`src/rtl/sram_controller.sv`:
```
// sram_controller: valid/ready request bus to one asynchronous SRAM bank.
// Registered pin outputs, read-to-write turnaround, one request in flight.
module sram_controller #(
  parameter int DATA_WIDTH = 32,
  parameter int ADDR_WIDTH = 20,
  parameter int READ_WAIT  = 2,
  parameter int WRITE_WAIT = 2,
  parameter int TURNAROUND = 1
) (
  input  logic                    clk,
  input  logic                    rst_n,
  input  logic                    req_valid,
  output logic                    req_ready,
  input  logic                    req_we,
  input  logic [ADDR_WIDTH-1:0]   req_addr,
  input  logic [DATA_WIDTH/8-1:0] req_be,
  input  logic [DATA_WIDTH-1:0]   req_wdata,
  output logic                    resp_valid,
  output logic [DATA_WIDTH-1:0]   resp_rdata,
  output logic [ADDR_WIDTH-1:0]   sram_addr,
  output logic [DATA_WIDTH-1:0]   sram_dq_o,
  output logic                    sram_dq_oe,
  input  logic [DATA_WIDTH-1:0]   sram_dq_i,
  output logic                    sram_ce_n,
  output logic                    sram_oe_n,
  output logic                    sram_we_n,
  output logic [DATA_WIDTH/8-1:0] sram_be_n,
  output logic                    busy
);

  localparam int BW = DATA_WIDTH / 8;
  localparam int MRW = (READ_WAIT > WRITE_WAIT) ? READ_WAIT : WRITE_WAIT;
  localparam int MAXW = (MRW > TURNAROUND) ? MRW : TURNAROUND;
  localparam int CW = $clog2(MAXW + 1);
  localparam int TAL = (TURNAROUND > 0) ? TURNAROUND - 1 : 0;
  localparam logic [CW-1:0] RD_LOAD = CW'(READ_WAIT - 1);
  localparam logic [CW-1:0] WR_LOAD = CW'(WRITE_WAIT - 1);
  localparam logic [CW-1:0] TA_LOAD = CW'(TAL);

  typedef enum logic [2:0] {
    IDLE,
    RD,
    WR_SETUP,
    WR_PULSE,
    WR_HOLD,
    TURN
  } state_t;

  state_t                state, state_d;
  logic [CW-1:0]         cnt, cnt_d;
  logic [ADDR_WIDTH-1:0] addr_d;
  logic [DATA_WIDTH-1:0] dq_o_d, rdata_d;
  logic [BW-1:0]         be_n_d;
  logic                  dq_oe_d, ce_n_d, oe_n_d, we_n_d;
  logic                  resp_valid_d;
  logic                  accept;

  assign req_ready = (state == IDLE);
  assign busy      = (state != IDLE);
  assign accept    = req_valid && req_ready;

  // State, wait counter and every pin / response register.
  always_ff @(posedge clk or negedge rst_n) begin
    if (!rst_n) begin
      state      <= IDLE;
      cnt        <= '0;
      sram_addr  <= '0;
      sram_dq_o  <= '0;
      sram_dq_oe <= 1'b0;
      sram_ce_n  <= 1'b1;
      sram_oe_n  <= 1'b1;
      sram_we_n  <= 1'b1;
      sram_be_n  <= '1;
      resp_valid <= 1'b0;
      resp_rdata <= '0;
    end else begin
      state      <= state_d;
      cnt        <= cnt_d;
      sram_addr  <= addr_d;
      sram_dq_o  <= dq_o_d;
      sram_dq_oe <= dq_oe_d;
      sram_ce_n  <= ce_n_d;
      sram_oe_n  <= oe_n_d;
      sram_we_n  <= we_n_d;
      sram_be_n  <= be_n_d;
      resp_valid <= resp_valid_d;
      resp_rdata <= rdata_d;
    end
  end

  // Next state and next pin values; strobes idle high unless a state claims them.
  always_comb begin
    state_d      = state;
    cnt_d        = cnt;
    addr_d       = sram_addr;
    dq_o_d       = sram_dq_o;
    rdata_d      = resp_rdata;
    be_n_d       = '1;
    dq_oe_d      = 1'b0;
    ce_n_d       = 1'b1;
    oe_n_d       = 1'b1;
    we_n_d       = 1'b1;
    resp_valid_d = 1'b0;
    unique case (state)
      IDLE: begin
        if (accept) begin
          addr_d = req_addr;
          ce_n_d = 1'b0;
          if (req_we) begin
            state_d = WR_SETUP;
            dq_oe_d = 1'b1;
            dq_o_d  = req_wdata;
            be_n_d  = ~req_be;
          end else begin
            state_d = RD;
            oe_n_d  = 1'b0;
            be_n_d  = '0;
            cnt_d   = RD_LOAD;
          end
        end
      end
      RD: begin
        if (cnt == '0) begin
          rdata_d      = sram_dq_i;
          resp_valid_d = 1'b1;
          if (TURNAROUND > 0) begin
            state_d = TURN;
            cnt_d   = TA_LOAD;
          end else begin
            state_d = IDLE;
          end
        end else begin
          cnt_d  = cnt - 1'b1;
          ce_n_d = 1'b0;
          oe_n_d = 1'b0;
          be_n_d = '0;
        end
      end
      WR_SETUP: begin
        state_d = WR_PULSE;
        cnt_d   = WR_LOAD;
        ce_n_d  = 1'b0;
        we_n_d  = 1'b0;
        dq_oe_d = 1'b1;
        be_n_d  = sram_be_n;
      end
      WR_PULSE: begin
        ce_n_d  = 1'b0;
        dq_oe_d = 1'b1;
        be_n_d  = sram_be_n;
        if (cnt == '0) begin
          state_d      = WR_HOLD;
          resp_valid_d = 1'b1;
        end else begin
          cnt_d  = cnt - 1'b1;
          we_n_d = 1'b0;
        end
      end
      WR_HOLD: begin
        state_d = IDLE;
      end
      TURN: begin
        if (cnt == '0) begin
          state_d = IDLE;
        end else begin
          cnt_d = cnt - 1'b1;
        end
      end
      default: begin
        state_d = IDLE;
      end
    endcase
  end

endmodule

```
`config.mk`:
```
export PLATFORM = sky130hd
export DESIGN_NAME = sram_controller
export DESIGN_NICKNAME = d
export VERILOG_FILES = /design/src/rtl/sram_controller.sv
export SDC_FILE = /design/constraint.sdc
export NUM_CORES = 1
export LEC_CHECK = 0
export CAP_MARGIN = 20
export CORE_AREA = 2 2 80 120
export DETAILED_ROUTE_END_ITERATION = 10
export DIE_AREA = 0 0 82 122
export PLACE_DENSITY = 0.94
export SYNTH_ARGS = -nofsm -noshare
export SYNTH_HDL_FRONTEND = slang
export SYNTH_SLANG_ARGS = --single-unit
export TNS_END_PERCENT = 10
```
`constraint.sdc`:
```
create_clock -name clk -period 4.56 [get_ports clk]
set_clock_uncertainty 0.2 [all_clocks]
set_input_delay 0.684 -clock clk [delete_from_list [all_inputs] [get_ports clk]]
set_output_delay 0.684 -clock clk [all_outputs]
set_load 0.02 [all_outputs]
```
# Yosys cells after proc, flatten, opt, wreduce, memory -nomap -nowiden
# Index checks and enable logic that the tools add are counted.
# totals
regBits	98
inputBits	92
output_inout_bits	95
word_cells	61
# classes
addsub	1
eq_ne	10
mux	25
bitwise_logic	1
reduce_logical	13
# ops
operator	count
one-hot mux 3 bit (5 select lines)	1
two-way mux 3 bit	4
two-way mux 4 bit	3
one-hot mux 4 bit (3 select lines)	1
two-way mux 2 bit	5
inequality test 2 bit (second input constant)	5
one-hot mux 2 bit (4 select lines)	1
AND reduction 4 bit	2
equality test 3 x 2 -> 1 bit (second input constant)	2
two-way mux 1 bit	6
one-hot mux 1 bit (2 select lines)	3
OR reduction 2 bit	3
NOT 4 bit	1
AND reduction 2 bit	2
nonzero test 4 bit	1
equality test 3 x 1 -> 1 bit (second input constant)	1
equality test 3 bit (second input constant)	1
zero test 3 bit	1
one-hot mux 1 bit (3 select lines)	1
AND reduction 3 bit	1
nonzero test 3 bit	1
zero test 2 bit	1
inequality test 2 x 1 -> 1 bit (second input constant)	1
subtractor 2 x 1 -> 2 bit (second input constant)	1
logical AND 1 bit	1

# Logic depth before layout (Yosys ltp)
# Gate-level depths: netlist of the first run.
# logic_depth
word_depth	4
ltp_mapped	6
ltp_nobuf	5

# Worst setup path before layout of the first run
# No wires, ideal clock.
# synth_path
kind	register to output
start	register state[1]
end	output busy
arrival_ns	1.408
t_required_ns	3.676
setup_slack_ns	2.268
stages_incl_launch_ff	4
n_path_buf	1
path_cell_list	dfrtp_1 -> buf_4 -> nor3_1 -> inv_1
# synth_between
elab_chain_len	1
# synth_lines
element	line	rtl
start, declared	49	state_t state, state_d;
start signal, assigned	77	state <= state_d;
nonzero test 3 bit	59	assign busy = (state != IDLE);
end, declared	28	output logic busy
# Every way passes these cells.

# Worst setup path after layout of the first run
# Same ends and word-level chain as after synthesis.

==> results.py, run 1 <==
metrics = {
    "status": {
        "status": "completed",
    },
    "route": {
        "drtIter0Drc": 41,
        "wirelength_um": 9140,
        "postRouteAntennaNets": 0,
        "vias": 2705,
        "firstDrtPassIters": 4,
        "vias_per_cell": 4.91,
        "wl_per_cell_um": 16.6,
        "drc": 0,
    },
    "sta": {
        "fmax_ghz": 0.366,
        "period_minus_slack_ns": 2.73,
        "setup_viol": 0,
        "maxSlewHeadroom_pct": 36.4,
        "maxSlewViolCount": 0,
        "tightestPinTransition_ns": 0.954,
        "min_period_over_period_pct": 59.9,
        "rsz0062_at_grt": "no",
        "fin_tns_setup_ns": 0,
        "finalHoldViolCount": 0,
    },
    "cells_and_area": {
        "insertedDiodeCount": 0,
        "fin_nets": 530,
        "area_growth_pct": 58.3,
        "final_common_cell": "clkdlybuf4s50_1",
        "layout-drive-gt1-share_pct": 15.0,
        "layout_common_cells": "clkdlybuf4s50_1 (185), dfrtp_1 (91), mux2_1 (52)",
    },
    "global_route": {
        "track_usage_pct": 18.5,
        "grt_max_degree": 68,
        "grtUsageMet3_pct": 4.74,
        "grt-ovfl-total": 0,
        "grt_use_met2_pct": 33.2,
        "top_usage_layer": "met2",
        "grt_pass1_vias": 2997,
        "grt_first_pass_wirelength_um": 14000,
        "grt_use_met1_pct": 18.9,
        "antenna_found_initial": 0,
    },
    "run": {
        "max-cap-violations": 0,
    },
    "cts": {
        "h-tree-depth": 3,
        "tritoncts": "done",
        "cts_buffer_depth": 2,
        "cts.sinks": 98,
        "cts_root_buffer": "clkbuf_16",
        "cts_setup_buffers": 0,
        "hold_buffers": 0,
        "clock_latency_ns": 0.33,
        "cts_inserted_buffers": 9,
        "clk_pin_slew_ns": 0.06,
        "cts-resized-gates": 0,
    },
    "synthesis": {
        "yosysUniqueCellTypes": 32,
        "synth-seq-area-share_pct": 63.9,
        "yosysTopAreaCellShare_pct": 59.1,
        "syn_area_um2": 3850,
        "synth_area_leader_cell": "dfrtp_1",
        "synth_area_per_cell_um2": 15.7,
        "synthCells": 246,
        "synth_nets": 341,
        "synth_warnings": 0,
        "yosys-top-cells-area": "dfrtp_1 (59%), mux2_1 (15%), mux2_2 (9.6%), dfstp_2 (4.8%), buf_4 (1.8%)",
        "synth_seq_cells": 98,
    },
    "power_and_ir_drop": {
        "net-switching-power_mw": 1.65,
        "p_per_area_nw_per_um2": 759,
        "p_total_mw": 4.63,
        "p_int_mw": 2.98,
        "p_leak_nw": 2.56,
        "ir_drop_v": 0.000456,
        "pwr-share-comb_pct": 50.2,
        "seqPwrFrac_pct": 34.3,
        "swShare_pct": 35.7,
        "clkPwrFrac_pct": 15.5,
    },
    "setup_path": {
        "crit_required_ns": 3.68,
        "worstPathMaxFanout": 15,
        "crit_path_start_kind": "register",
        "path_class": "register to output pin",
        "critPathCaptureType": "output pin",
        "worstPathArrival_ns": 1.85,
    },
    "floorplanning": {
        "dieHeight_um": 122,
        "row_count": 43,
        "core_um2": 9040,
        "die_area_um2": 10000,
        "initial_core_util_pct": 42.6,
        "die_w_um": 82,
        "pin_count": 187,
    },
    "placed_design": {
        "gp_congestion": 0.806,
        "port_buffers": 186,
        "hpwl_um": 6920,
    },
    "min_path": {
        "hold_path_class": "primary input to async pin",
    },
}
synth_stat cells:
master / number
dfrtp_1: 91
mux2_1: 52
mux2_2: 33
buf_4: 9
dfstp_2: 7
inv_1: 7
nor2_1: 7
nor2b_1: 5
nand2_1: 4
o22a_1: 4
ha_1: 3
a21oi_1: 2
nor2_2: 2
nor3b_1: 2
a21o_1: 1
a22oi_1: 1
a311o_1: 1
a32o_1: 1
a32oi_1: 1
and2_1: 1
buf_2: 1
buf_6: 1
inv_2: 1
nand3b_2: 1
nand4_2: 1
nor3_1: 1
o21ai_1: 1
o221ai_1: 1
o31ai_1: 1
o32ai_2: 1
or4b_4: 1
xor2_1: 1
through the flow:
step | instance area (um2) | util, % | hold slack, ns | std cells | setup WS, ns
after floorplan | 3850 | - | 0.188 | 246 | 2.27
after global placement | 5780 | 64.0 | 0.267 | 535 | 1.50
after detailed placement | 5780 | 64.0 | 0.277 | 535 | 1.37
after CTS | 6070 | 67.2 | 0.280 | 550 | 1.73
after global routing | 6100 | 67.5 | 0.295 | 551 | 1.71
final | 6100 | 67.5 | 0.238 | 551 | 1.83
final timing paths:
check / cells after the start / start / endpoint / slack, ns
worst min-delay path: 1 / rst_n / sram_addr[16] / 0.24
worst min register to register: 1 / sram_addr[5] / sram_addr[5] / 0.28
worst max-delay path: 3 / state[1] / busy / 1.83
worst max register to register: 3 / state[0] / sram_addr[9] / 2.24
max in group asynchronous: 2 / rst_n / sram_addr[18] / 2.97
min in group clk: 1 / sram_addr[5] / sram_addr[5] / 0.28
flip-flops by register name, indices dropped and copies added (netlist names):
signal	cells
sram_oe_n	1
sram_be_n	4
state	3
sram_dq_oe	1
sram_ce_n	1
resp_valid	1
sram_addr	20
cnt	2
resp_rdata	32
sram_dq_o	32
sram_we_n	1
critical path: stages (launching register included):
cell	delay, ns
dfrtp_1	0.54
nor3_1	0.31
inv_1	0.11
clkdlybuf4s50_1	0.55
area by class of cell:
type,count,area [um2]
inverters,8,30.0
flip-flops and latches,98,2460
well taps,112,140
fillers,655,2940
multi-input cells,129,1280
repair buffers,189,1900
clock inverters,2,10.0
clock buffers,13,280
routing by layer:
metal	part of all wire, %	wire length (um)	vias to the layer above
li1	-	-	1235
met1	36	3270	1317
met2	54	4920	122
met3	6.0	548	31
met4	4.3	392	0
met5	0	0	-
logic make-up (layout without fill, tap and decap cells):
kind of cell    after synthesis  count (layout)  share of synthesized area (%)
flops                        98              98                           63.9
mux                          85              85                           24.8
simple gates                 25              25                           3.86
buf+inv                      19             212                           2.95
compound gates               15              15                           3.28
fa+ha+maj                     3               3                          0.974
xor+xnor                      1               1                          0.227
power by group through the flow:
stage                     clock network [mW]  logic (mW)  registers (mW)
final                                  0.718        2.32            1.59
after global routing                   0.776        2.46            1.65
after CTS                              0.740        2.34            1.59
after detailed placement                   0        2.33            1.61
after global placement                     0        2.28            1.57
after floorplan                            0       0.748            2.07
No activity file was read; power rests on OpenSTA's default activity.
==> run 2: changes to the inputs <==
--- a/config.mk
+++ b/config.mk
@@ -6,10 +6,10 @@
 export NUM_CORES = 1
 export LEC_CHECK = 0
 export CAP_MARGIN = 20
-export CORE_AREA = 2 2 80 120
+export CORE_AREA = 2 2 83 124
 export DETAILED_ROUTE_END_ITERATION = 10
-export DIE_AREA = 0 0 82 122
-export PLACE_DENSITY = 0.94
+export DIE_AREA = 0 0 85 126
+export PLACE_DENSITY = 0.89
 export SYNTH_ARGS = -nofsm -noshare
 export SYNTH_HDL_FRONTEND = slang
 export SYNTH_SLANG_ARGS = --single-unit
==> constraint.sdc (replaced) <==
create_clock -name clk -period 2.8 [get_ports clk]
set_clock_uncertainty 0.2 [all_clocks]
set_input_delay 0.42 -clock clk [delete_from_list [all_inputs] [get_ports clk]]
set_output_delay 0.42 -clock clk [all_outputs]
set_load 0.02 [all_outputs]
==> run 2 against run 1 <==
  * Non-clock buffer count grew 2
  * Routed wire length up 8.5%
  * Via count increased by 1.4%
  * Clock power rose by 82%
  * Design area up 0.98%
  * Utilization fell by 3.6 points
  * Power up 67%
  * Critical path depth unchanged
  * Hold slack gained 0.045 ns
  * Largest power group unchanged
==> results.py, run 2 (same netlist as run 1, synthesis figures left out) <==
metrics = {
    "sta": {
        "maxSlewViolCount": 0,
        "fin_hold_ws_ns": 0.283,
        "min_period_over_period_pct": 90.2,
        "tightestPinTransition_ns": 0.524,
        "fin_tns_setup_ns": 0,
        "fmax_ghz": 0.396,
        "period_minus_slack_ns": 2.53,
        "setup_viol": 0,
        "setup_slack_ns": 0.273,
        "rsz0062_at_grt": "no",
        "maxSlewHeadroom_pct": 65.1,
        "finalHoldViolCount": 0,
    },
    "cells_and_area": {
        "fin_cells": 557,
        "register_area_um2": 2460,
        "fillers": 717,
        "reg_top3": "resp_rdata (32), sram_dq_o (32), sram_addr (20)",
        "area_growth_pct": 59.9,
        "final_common_cell": "clkdlybuf4s50_1",
        "layout-drive-gt1-share_pct": 15.2,
        "insertedDiodeCount": 0,
        "fin_util_pct": 64.0,
        "multi_input_area_um2": 1280,
        "layout_common_cells": "clkdlybuf4s50_1 (185), dfrtp_1 (91), mux2_1 (52)",
        "fin_nets": 532,
    },
    "floorplanning": {
        "row_count": 44,
        "die_area_um2": 10700,
        "die_w_um": 85,
        "dieHeight_um": 126,
        "core_um2": 9630,
        "initial_core_util_pct": 40.0,
        "pin_count": 187,
    },
    "min_path": {
        "hold_path_end": "sram_addr[13]",
        "hold_path_class": "register to register",
        "holdCritStartpoint": "sram_addr[13]",
        "holdPathStages": 1,
    },
    "placed_design": {
        "dp.cells": 540,
        "port_buffers": 186,
        "gp_congestion": 0.774,
        "detailedPlace.worstSlack_ns": 0.462,
        "hpwl_um": 7510,
    },
    "global_route": {
        "antenna_found_initial": 0,
        "grt_first_pass_wirelength_um": 15500,
        "grt_pass1_vias": 2966,
        "grt-ovfl-total": 0,
        "track_usage_pct": 18.8,
        "grt_max_degree": 99,
    },
    "setup_path": {
        "rr_worst_depth": 6,
        "timing.rr.end": "resp_rdata[18]",
        "path_class": "register to output pin",
        "crit_path_start_kind": "register",
        "critPathCaptureType": "output pin",
        "worstPathArrival_ns": 1.91,
        "r2r_start": "cnt[0]",
        "crit_required_ns": 2.18,
        "rrSetupSlack_ns": 0.48,
        "worstPathMaxFanout": 15,
    },
    "status": {
        "status": "completed",
    },
    "run": {
        "max-cap-violations": 0,
    },
    "cts": {
        "cts.sinks": 98,
        "h-tree-depth": 3,
        "tritoncts": "done",
        "cts_setup_buffers": 0,
        "cts_buffer_depth": 2,
        "clk_pin_slew_ns": 0.07,
        "cts_root_buffer": "clkbuf_16",
        "clock_latency_ns": 0.33,
        "cts_inserted_buffers": 9,
    },
    "route": {
        "wl_per_cell_um": 17.8,
        "firstDrtPassIters": 4,
        "vias_per_cell": 4.92,
        "drtIter0Drc": 85,
        "drc": 0,
        "vias": 2743,
        "postRouteAntennaNets": 0,
        "wirelength_um": 9910,
    },
    "power_and_ir_drop": {
        "p_per_area_nw_per_um2": 1250,
        "p_leak_nw": 2.58,
        "ir_drop_v": 0.000710,
    },
}
-- run 2: changes by cell type in the layout (fill, tap and decap cells not counted) --
| cell | change |
|---|---|
| dlygate4sd3_1 | +1 |
| clkbuf_1 | +1 |
| clkinvlp_4 | +1 |
| nor2_2 | -1 |
| nor2_4 | +1 |
| buf_16 | -1 |
| buf_12 | +2 |
| bufinv_16 | +2 |
| inv_6 | +1 |
| clkinv_2 | -1 |
| clkinv_4 | +1 |
| clkbuf_8 | -4 |
-- run 2: power breakdown --
| part | switching [mW] | total [mW] | leakage, nW | internal, mW |
|---|---|---|---|---|
| clock network | 0.519 | 1.31 | 0.153 | 0.786 |
| logic | 1.82 | 3.82 | 1.27 | 2.01 |
| registers | 0.429 | 2.59 | 1.16 | 2.17 |
-- run 2: per-stage QoR --
| stage | total power, mW | cell area [um2] |
|---|---|---|
| after floorplan | 4.59 | 3850 |
| after global placement | 6.33 | 5830 |
| after detailed placement | 6.49 | 5830 |
| after CTS | 7.83 | 6160 |
| after global routing | 8.13 | 6160 |
| final | 7.72 | 6160 |
-- run 2: final cells by class --
cell class	instances	area share, %
inverter	8	0.487
tap	115	2.34
clock buffer	10	3.72
timing repair buffer	191	31.2
multi-input combinational	129	20.8
sequential	98	39.9
clock inverter	6	1.46
-- run 2: worst max path at each step --
stage                          from  cells after the start       endpoint
final                      state[1]                      3           busy
after CTS                  state[1]                      3           busy
after global routing       state[1]                      3           busy
after detailed placement  req_valid                      5   sram_addr[1]
after floorplan            state[1]                      3           busy
after global placement    req_valid                      5  sram_addr[19]
-- run 2: what timing repair did --
action                    4_1_cts  5_1_grt
hold buffers                    1        0
hold endpoints to repair       91        0
resized for setup               0        0
-- run 2: layer usage --
metal	wire [um]	global-route usage, %	vias up	part of all wire, %
met5	0	0	-	0
met2	5650	34.1	106	57
met1	3370	19.6	1368	34
met4	361	9.80	0	3.6
li1	-	-	1243	-
met3	517	4.65	26	5.2
-- run 2: worst max-delay path: stages (launching register included) --
cell,delay [ns]
dfrtp_1,0.56
nor3_1,0.33
inv_1,0.12
clkdlybuf4s50_1,0.56
==> run 3: changes to the inputs <==
--- a/config.mk
+++ b/config.mk
@@ -6,10 +6,11 @@
 export NUM_CORES = 1
 export LEC_CHECK = 0
 export CAP_MARGIN = 20
-export CORE_AREA = 2 2 83 124
+export CORE_AREA = 2 2 82 123
+export CTS_BUF_LIST = sky130_fd_sc_hd__clkbuf_4 sky130_fd_sc_hd__clkbuf_8
 export DETAILED_ROUTE_END_ITERATION = 10
-export DIE_AREA = 0 0 85 126
-export PLACE_DENSITY = 0.89
+export DIE_AREA = 0 0 84 125
+export PLACE_DENSITY = 0.91
 export SYNTH_ARGS = -nofsm -noshare
 export SYNTH_HDL_FRONTEND = slang
 export SYNTH_SLANG_ARGS = --single-unit
==> run 3 against run 2 <==
  * Clock power is 35% lower
  * Routed wire length is 5.5% lower
  * Final cell count grew 0.36%
  * Via count is 0.69% lower
  * Highest routed layer unchanged
  * Design area down 2.1%
  * Combinational power hardly changed
  * Sequential share of layout area is 0.87 points higher
  * First-iteration DRC count decreased by 4.7%
  * Worst setup slack worse by 0.065 ns
  * Maximum frequency fell by 2.5%
  * Hold slack gained 0.0078 ns
==> results.py, run 3 (same netlist as run 1, synthesis figures left out) <==
metrics = {
    "route": {
        "postRouteAntennaNets": 0,
        "drtIter0Drc": 81,
        "vias_per_cell": 4.87,
        "firstDrtPassIters": 4,
        "wl_per_cell_um": 16.8,
        "vias": 2724,
        "drc": 0,
        "wirelength_um": 9370,
    },
    "cells_and_area": {
        "fillers": 742,
        "final_common_cell": "clkdlybuf4s50_1",
        "insertedDiodeCount": 0,
        "layout_common_cells": "clkdlybuf4s50_1 (185), dfrtp_1 (91), mux2_1 (52)",
        "fin_nets": 534,
        "layout-drive-gt1-share_pct": 15.8,
        "area_growth_pct": 56.5,
        "reg_top3": "resp_rdata (32), sram_dq_o (32), sram_addr (20)",
    },
    "setup_path": {
        "crit_required_ns": 2.18,
        "timing.rr.end": "resp_rdata[9]",
        "rr_worst_depth": 6,
        "rrSetupSlack_ns": 0.66,
        "critPathCaptureType": "output pin",
        "crit_start": "state[2]",
        "path_cells": "nor3_1, inv_1, clkdlybuf4s50_1",
        "crit_path_max_incr_delay_ns": 0.56,
        "cp_slowest_cell": "clkdlybuf4s50_1",
        "setup.worst_path.end": "busy",
        "worstPathMaxFanout": 13,
        "worstPathArrival_ns": 1.97,
        "r2r_start": "cnt[0]",
        "path_class": "register to output pin",
        "crit_path_start_kind": "register",
    },
    "cts": {
        "cts-resized-gates": 0,
        "clock_latency_ns": 0.34,
        "clk_pin_slew_ns": 0.09,
        "cts_inserted_buffers": 9,
        "cts.sinks": 98,
        "hold_buffers": 1,
        "h-tree-depth": 3,
        "cts_root_buffer": "clkbuf_8",
        "tritoncts": "done",
        "cts_setup_buffers": 0,
        "cts_buffer_depth": 2,
    },
    "floorplanning": {
        "pin_count": 187,
        "initial_core_util_pct": 40.5,
        "dieHeight_um": 125,
        "core_um2": 9520,
        "die_w_um": 84,
        "die_area_um2": 10500,
        "row_count": 44,
    },
    "sta": {
        "finalHoldViolCount": 0,
        "period_minus_slack_ns": 2.59,
        "maxSlewHeadroom_pct": 50.6,
        "fin_tns_setup_ns": 0,
        "setup_viol": 0,
        "maxSlewViolCount": 0,
        "min_period_over_period_pct": 92.6,
        "tightestPinTransition_ns": 0.742,
        "rsz0062_at_grt": "no",
        "fmax_ghz": 0.386,
    },
    "power_and_ir_drop": {
        "ir_drop_v": 0.000674,
        "p_leak_nw": 2.53,
        "p_per_area_nw_per_um2": 1200,
        "p_total_mw": 7.23,
    },
    "global_route": {
        "grt-ovfl-total": 0,
        "grt_max_degree": 59,
        "grt_pass1_vias": 3075,
        "grt_first_pass_wirelength_um": 15300,
        "antenna_found_initial": 0,
        "track_usage_pct": 18.5,
    },
    "placed_design": {
        "hpwl_um": 7370,
        "port_buffers": 186,
        "gp_congestion": 0.774,
    },
    "status": {
        "status": "completed",
    },
    "run": {
        "max-cap-violations": 0,
    },
    "min_path": {
        "hold_path_class": "register to register",
    },
}
run 3: final cells by class:
class | count | area (um2) | share of cell area [%]
sequential | 98 | 2460 | 40.8
timing repair buffer | 193 | 1930 | 32.0
multi-input combinational | 129 | 1280 | 21.2
clock buffer | 12 | 165 | 2.74
tap | 115 | 144 | 2.39
inverter | 8 | 30.0 | 0.498
clock inverter | 4 | 25.0 | 0.415
run 3: how the worst min path moves through the flow:
stage	endpoint	cells after the start	startpoint	slack, ns
3_3_place_gp	resp_rdata[5]	1	resp_rdata[5]	0.27
2_1_floorplan	cnt[0]	0	rst_n	-0.08
6_report	sram_addr[1]	1	sram_addr[1]	0.29
3_5_place_dp	sram_addr[1]	1	sram_addr[1]	0.28
5_1_grt	sram_addr[12]	1	sram_addr[12]	0.31
4_1_cts	sram_addr[1]	1	sram_addr[1]	0.30
run 3: report_power, final:
part / internal [mW] / switching [mW]
logic: 2.01 / 1.83
registers: 2.16 / 0.391
clock network: 0.393 / 0.453
run 3: per-stage QoR:
step / hold slack, ns / cell area (um2) / utilization [%] / cells / setup slack [ns]
2_1_floorplan: -0.0756 / 3850 / - / 246 / 0.772
3_3_place_gp: 0.271 / 5830 / 61.2 / 542 / 0.523
3_5_place_dp: 0.276 / 5830 / 61.2 / 542 / 0.473
4_1_cts: 0.296 / 6030 / 63.3 / 559 / 0.214
5_1_grt: 0.315 / 6030 / 63.3 / 559 / 0.113
6_report: 0.291 / 6030 / 63.3 / 559 / 0.208
run 3: critical path, delay by kind of cell, from the launching register on:
kind	cells	cell delay, ns
DFF	1	0.53
and+or+nand+nor	1	0.41
buffers and inverters	2	0.69
run 3: routing by layer:
| layer | vias up | share of wire [%] | global-route usage [%] |
|---|---|---|---|
| met5 | - | 0 | 0 |
| met2 | 103 | 56 | 34.3 |
| met1 | 1361 | 36 | 20.0 |
| met3 | 22 | 4.7 | 3.96 |
| li1 | 1238 | - | - |
| met4 | 0 | 3.2 | 7.97 |
